$ cat config.mk
export PLATFORM = sky130hd
export DESIGN_NAME = ula32_trace_rec
export DESIGN_NICKNAME = d
export VERILOG_FILES = /design/src/rtl/ula32_trace_rec.sv
export SDC_FILE = /design/constraint.sdc
export NUM_CORES = 2
export LEC_CHECK = 0
export CAP_MARGIN = 20
export CORE_ASPECT_RATIO = 1.2
export CORE_MARGIN = 4
export CORE_UTILIZATION = 55
export CTS_CLUSTER_DIAMETER = 50
export DETAILED_ROUTE_END_ITERATION = 10
export HOLD_SLACK_MARGIN = 0.1
export PLACE_DENSITY = 0.82
export SETUP_SLACK_MARGIN = 0.2
export SKIP_CTS_REPAIR_TIMING = 1
export SYNTH_ARGS = -nofsm -noshare
export SYNTH_HDL_FRONTEND = slang
export SYNTH_SLANG_ARGS = --single-unit
$ cat constraint.sdc
create_clock -name clk -period 7 [get_ports clk]
set_input_delay 1.05 -clock clk [delete_from_list [all_inputs] [get_ports clk]]
set_output_delay 1.05 -clock clk [all_outputs]
set_load 0.05 [all_outputs]
$ cat src/rtl/ula32_trace_rec.sv
// Capture buffer for the ula32 ALU datapath: records one packed test-vector word
// per qualified clock, then plays the stored records back one per request.
module ula32_trace_rec #(
   parameter int DEPTH = 32,
   parameter int CW    = $clog2(DEPTH + 1)
) (
   input  logic          clk,
   input  logic          rst,
   input  logic          arm,
   input  logic          stop,
   input  logic          cap_valid,
   input  logic [2:0]    ULAcontrole,
   input  logic [31:0]   SrcA,
   input  logic [31:0]   SrcB,
   input  logic          addSub,
   input  logic [31:0]   ULAsaida,
   input  logic          overflow,
   input  logic          zero,
   input  logic          rd_req,
   output logic [101:0]  rd_data,
   output logic          rd_valid,
   output logic          rd_empty,
   output logic [CW-1:0] count,
   output logic          full,
   output logic          busy,
   output logic          done,
   output logic [7:0]    dropped
);

   localparam int AW = (DEPTH > 1) ? $clog2(DEPTH) : 1;
   localparam logic [CW-1:0] DEPTH_C = CW'(DEPTH);
   localparam logic [CW-1:0] LAST_C  = CW'(DEPTH - 1);

   typedef enum logic [1:0] {IDLE, CAP, DONE} state_t;

   state_t        state;
   logic [AW-1:0] wr_ptr;
   logic [CW-1:0] rd_ptr;
   logic [101:0]  mem [DEPTH];
   logic [101:0]  record;
   logic          wr_en;
   logic          rd_en;
   logic          last_write;

   always_comb begin
      record     = {ULAcontrole, SrcA, SrcB, addSub, ULAsaida, overflow, zero};
      wr_en      = (state == CAP) && cap_valid;
      last_write = wr_en && (count == LAST_C);
      // arm in DONE pre-empts any read in the same cycle
      rd_en      = (state == DONE) && !arm && rd_req && (rd_ptr < count);
   end

   assign busy     = (state == CAP);
   assign done     = (state == DONE);
   assign full     = (count == DEPTH_C);
   assign rd_empty = done && (rd_ptr == count);

   always_ff @(posedge clk) begin
      if (!rst) begin
         state    <= IDLE;
         wr_ptr   <= '0;
         rd_ptr   <= '0;
         count    <= '0;
         dropped  <= '0;
         rd_valid <= 1'b0;
      end else begin
         rd_valid <= rd_en;
         case (state)
            IDLE: begin
               if (arm) begin
                  state   <= CAP;
                  wr_ptr  <= '0;
                  rd_ptr  <= '0;
                  count   <= '0;
                  dropped <= '0;
               end
            end
            CAP: begin
               if (wr_en) begin
                  count <= count + CW'(1);
                  // hold wr_ptr on the full write so it never passes DEPTH-1
                  if (!last_write)
                     wr_ptr <= wr_ptr + AW'(1);
               end
               if (stop || last_write)
                  state <= DONE;
            end
            DONE: begin
               if (arm) begin
                  state   <= CAP;
                  wr_ptr  <= '0;
                  rd_ptr  <= '0;
                  count   <= '0;
                  dropped <= '0;
               end else begin
                  if (rd_en)
                     rd_ptr <= rd_ptr + CW'(1);
                  if (cap_valid && (dropped != 8'hFF))
                     dropped <= dropped + 8'd1;
               end
            end
            default: state <= IDLE;
         endcase
      end
   end

   always_ff @(posedge clk) begin
      if (wr_en)
         mem[wr_ptr] <= record;
   end

   always_ff @(posedge clk) begin
      if (!rst)
         rd_data <= '0;
      else if (rd_en)
         rd_data <= mem[rd_ptr[AW-1:0]];
   end

endmodule

## Yosys cells after proc, flatten, opt, wreduce, memory -nomap -nowiden

Memory sizes are Yosys's and may differ from the RTL's. A register that Yosys moved wholly into a read port is not among the register bits.
Cells that the tools add are included.

| word-level totals | value |
|---|---|
| word-level logic and storage cells | 63 |
| memories | 1 |
| input port bits | 108 |
| RAM bits | 3,264 |
| output and inout port bits | 121 |
| register bits | 28 |

| operators by class | value |
|---|---|
| reductions and logical operators | 19 |
| muxes and demuxes | 19 |
| equality and inequality tests | 13 |
| add/subtract/negate cells | 4 |
| $lt $le $gt $ge | 1 |

Memory list:

| name | depth | width | rd ports | clocked after memory_dff | write ports | line | RTL |
|---|---|---|---|---|---|---|---|
| mem | 32 | 102 | 1 | 1 | 1 | 39 | `logic [101:0] mem [DEPTH];` |

Operators with widths:

| kind | count |
|---|---|
| 6-bit two-way mux | 4 |
| 8-bit two-way mux | 3 |
| 6-bit one-hot mux with 2 select lines | 2 |
| 8-bit one-hot mux with 2 select lines | 1 |
| 5-bit two-way mux | 3 |
| 6-bit by 1-bit adder with 6-bit output, second input constant | 2 |
| 5-bit one-hot mux with 2 select lines | 1 |
| 3-bit AND reduction | 3 |
| 8-bit by 1-bit adder with 8-bit output, second input constant | 1 |
| 8-bit != test, second input constant | 1 |
| 1-bit logical AND | 7 |
| 6-bit by 5-bit equality test with 1-bit output, second input constant | 1 |
| 6-bit equality test | 1 |
| 6-bit equality test, second input constant | 1 |
| 6-bit less-than comparator | 1 |
| 2-bit by 1-bit != test with 1-bit output, second input constant | 3 |
| 3-bit by 2-bit != test with 1-bit output, second input constant | 2 |
| 5-bit by 1-bit adder with 5-bit output, second input constant | 1 |
| 2-bit two-way mux | 2 |
| 2-bit != test, second input constant | 2 |
| 2-bit one-hot mux with 2 select lines | 1 |
| 4-bit AND reduction | 1 |
| 2-bit nonzero test | 2 |
| 2-bit by 1-bit equality test with 1-bit output, second input constant | 1 |
| other kinds (7) | 9 |

## Logic depth before layout (Yosys ltp)

| depth | value |
|---|---|
| word-level depth | 7 |
| gate-level depth with buffers | 15 |
| gate-level depth less buffers | 8 |

## Worst setup path after synthesis

Ideal clock, no wire load.

| timing | value |
|---|---|
| path type | flip-flop to flip-flop |
| start point | reg state[0] |
| end point | mem mem[31][0] (enable) |
| slack | 368 ps |
| clock period less this slack | 6,632 ps |
| cell stages (with the launch flop) | 6 |
| library setup time | 564 ps |
| data arrival time | 6,068 ps |
| path through | dfxtp_1 > nor2b_1 > and2_1 > clkbuf_1 > nand2_1 > nor2_1 |

| on the way | value |
|---|---|
| cells in the longest elaborated chain, start to end | 4 |

RTL lines:

| what | line | RTL |
|---|---|---|
| start: declaration | 36 | `state_t state;` |
| start signal: assignment | 60 | `state <= IDLE;` |
| start signal: assignment | 71 | `state <= CAP;` |
| start signal: assignment | 86 | `state <= DONE;` |
| 2-bit by 1-bit equality test with 1-bit output | - |  |
| net busy | 25 | `output logic busy,` |
| 1-bit logical AND | 47 | `wr_en = (state == CAP) && cap_valid;` |
| 1-bit two-way mux | 108 | `if (wr_en)` |
| 1-bit two-way mux (implied by the code) | 109 | `mem[wr_ptr] <= record;` |
| end: declaration | 39 |  |

The timed path passes the listed nets, and every way through them passes these cells.

## Worst setup path in the final report

| timing | value |
|---|---|
| start point | reg rd_ptr[0] |
| end point | out rd_empty |

| on the way | value |
|---|---|
| cells in the longest elaborated chain, start to end | 2 |

RTL lines:

| what | line | RTL |
|---|---|---|
| start: declaration | 38 | `logic [CW-1:0] rd_ptr;` |
| start signal: assignment | 97 | `rd_ptr <= rd_ptr + CW'(1);` |
| 6-bit equality test | 56 | `assign rd_empty = done && (rd_ptr == count);` |
| 1-bit logical AND | 56 |  |
| end: declaration | 22 | `output logic rd_empty,` |

No other way between the ends.

==> results by group <==
Setup path
  • Crit end category: output pin
  • Buf+Inv Stages, Crit Path: 2
  • Worst r2r src: rd_ptr[0]
  • Reg2Reg Capture Point: rd_data[68]
  • Critical Path Source Type: flip-flop
  • R2r setup slk: 2.28 ns
  • Register-to-Register Path Depth: 9
  • WP data required: 5.95 ns
  • Slowest stage delay, CP: 1.00 ns
  • CP arrival: 4.51 ns
  • CP cell instances: clkinv_2 -> ha_1 -> nand4_1 -> nor2_1 -> clkdlybuf4s50_1
  • Setup CP Type: reg2out
  • Max stage delay cell, worst path: clkinv_2
  • CP delay by family, top: buffers and inverters
  • Worst-path maximum fanout: a little over 40

Synth
  • Synthesized flop and latch total: between 3000 and 4000
  • Post-synth top flop: edfxtp_1
  • Post-synth top area share: 0.765
  • Most frequent cells after synthesis: 3264 x edfxtp_1, 691 x mux4_2, 447 x mux2i_1
  • Most numerous cell in the Yosys netlist: edfxtp_1
  • Post-synthesis instance area: ~130000 µm²
  • Ys async rst share: 0
  • Mapped Nets: between 5000 and 6000
  • Top post-synthesis cells by area: edfxtp_1 76%, mux4_2 12%, mux2i_1 3.5%, dfxtp_1 2.0%, o22ai_1 0.64%
  • Syn. warnings: 0
  • Synth cell types: 55
  • Yosys top cell by area: edfxtp_1
  • Post-synthesis sequential area ratio: 0.785
  • Cells after Synth: between 5000 and 6000
  • Syn Area/Cell: 22.4 µm²
  • EDFF count, synth: ~3300

GRT
  • Initial antenna violation count: 32
  • Vias in the first global route: about 68000
  • Grt ovf: 0
  • Global-route wire length before repair: around 500 mm
  • Pin count of the biggest net entering global routing: between 100 and 150
  • All-Layer GR Usage: 0.287

Timing
  • Tmin final: between 5 and 6 ns
  • Slew headroom: 0.193
  • Max Fclk: ~0.18 GHz
  • Period Utilization, post-route: 0.795
  • Clock skew: between 0.05 and 0.06 ns
  • Setup TNS: 0 ns
  • Worst-Margin Slew: around 1.2 ns
  • Hold Vio Cnt, Final: 0
  • RSZ-0062 raised after global routing: false
  • Final setup fails: 0
  • WHS: between 0.4 and 0.5 ns
  • Min setup slack post-route: 1.44 ns
  • Pins Over Slew Limit: 0

CTS
  • TritonCTS Sinks: roughly 3400
  • CTS buffer count: 308
  • CTS Buffer Depth: 4
  • # H-tree levels: 5
  • CTS tree: built
  • Clock Latency Late Sink: 0.87 ns
  • CTS Root Buffer Type: clkbuf_16
  • Clk slew on worst S/H paths: 0.06 ns

Detailed routing
  • Post-route ant nets: 0
  • DR pass1 iterations: 6
  • Drt via density: 7.03
  • Routed WL: between 300 and 400 mm
  • 1st-iter DRT viols: about 11000
  • Vias: about 66000
  • Final routed DRC violation total: 0
  • WL per Instance: 37.2 µm

Floorplan
  • Die Width: 449 µm
  • Die Footprint: around 240000 µm²
  • Die H: about 540 µm
  • Num ports: roughly 230
  • Starting Density: 0.555
  • CORE AREA: 231000 µm²
  • Num rows: ~190

Placed design
  • PortBufs: between 200 and 250
  • Detail Placement HPWL: 159 mm
  • Dpl ws: ~2.3 ns
  • Routability Congestion: between 0.7 and 0.8
  • Cell Area, Placed: ~130000 µm²

Hold path
  • WHS Path Cells: 1
  • Hold Crit Start: rd_data[71]
  • Worst hold path class: reg2reg
  • WHS Endpoint: rd_data[71]

Power and ir drop
  • Leakage: between 40 and 50 nW
  • Maximum vdd drop: between 200 and 250 µV
  • Power density over the cells: around 280 nW/µm²

Status
  • Status: completed

Finish
  • Nets@finish: between 6000 and 7000
  • Share of layout cells above drive strength 1: 0.215
  • Final Core Density: 0.629
  • Area Growth Syn to Fin: 13.5%
  • Finished layout cell area: between 100000 and 150000 µm²

Run
  • Max-Cap Viols: 0
cell usage in the layout, fill, tap and decap left out, drive strengths merged, types with 10 or more instances in the layout:
| master | Yosys | routed |
|---|---|---|
| clkinv | 1 | 102 |
| nor2 | 96 | 96 |
| nand2 | 55 | 55 |
| o221ai | 48 | 48 |
| o21ai | 52 | 52 |
| o22ai | 131 | 131 |
| buf | 200 | 141 |
| a32o | 11 | 11 |
| a22oi | 25 | 25 |
| edfxtp | 3264 | 3264 |
| a21oi | 83 | 83 |
| clkdlybuf4s50 | 0 | 228 |
| dfxtp | 130 | 130 |
| a221oi | 23 | 23 |
| mux4 | 691 | 691 |
| clkbuf | 133 | 413 |
| clkinvlp | 0 | 11 |
| a22o | 60 | 60 |
| nand3 | 10 | 10 |
| a21o | 30 | 30 |
| ha | 14 | 14 |
| a2111oi | 60 | 60 |
| bufinv | 0 | 32 |
| inv | 12 | 22 |
| mux2i | 447 | 447 |
| diode | 0 | 24 |
| a211oi | 74 | 74 |
sequential cells by signal (all words and copies together), names as in the netlist:
signal,cells
mem,3264
rd_data,102
dropped,8
count,6
rd_ptr,6
wr_ptr,5
state,2
rd_valid,1
how the worst max path moves through the flow:
stage,from,endpoint,depth (start not counted)
floorplan,state[0],mem[31][0],5
global placement,rd_ptr[0],rd_empty,5
detailed placement,rd_ptr[0],rd_empty,5
CTS,rd_ptr[0],rd_empty,5
global route,rd_ptr[0],rd_empty,5
finish,rd_ptr[0],rd_empty,5
layout make-up:
class / instances / area [µm²]
well taps: 3022 / 3780
diodes: 24 / 60.1
inverters: 13 / 50.0
repair buffers: 385 / 4730
clock buffers: 397 / 8480
fillers: 13800 / 85600
multi-input cells: 1991 / 26100
clock inverters: 154 / 1690
flip-flops and latches: 3394 / 101000
metrics by stage:
step | std cells | total power [mW]
5_1_grt | 9370 | 41.1
3_5_place_dp | 8769 | 23.2
3_3_place_gp | 8767 | 23.2
6_report | 9380 | 40.1
4_1_cts | 9320 | 40.1
2_1_floorplan | 5731 | 22.8
power breakdown:
group | switching [mW] | internal [mW]
Combinational | 0.382 | 0.148
Clock | 7.46 | 9.79
Sequential | 0.0139 | 22.3
routing by layer:
layer	up-vias	part of all wire	track usage
li1	25100	-	-
met3	1133	0.12	0.0617
met1	33900	0.32	0.360
met2	5812	0.50	0.471
met4	14	0.060	0.161
met5	-	0.00021	0
logic make-up (layout without fill, tap and decap cells):
group | count (synthesis) | after routing | synth area share
flops | 3394 | 3394 | 0.785
simple gates | 209 | 209 | 0.00754
other cells | 0 | 24 | 0
xor+xnor | 13 | 13 | 0.000888
compound gates | 617 | 617 | 0.0347
mux | 1138 | 1138 | 0.156
buf+inv | 346 | 949 | 0.0143
fa+ha+maj | 14 | 14 | 0.00137
Power figures use the tool's default switching activity.
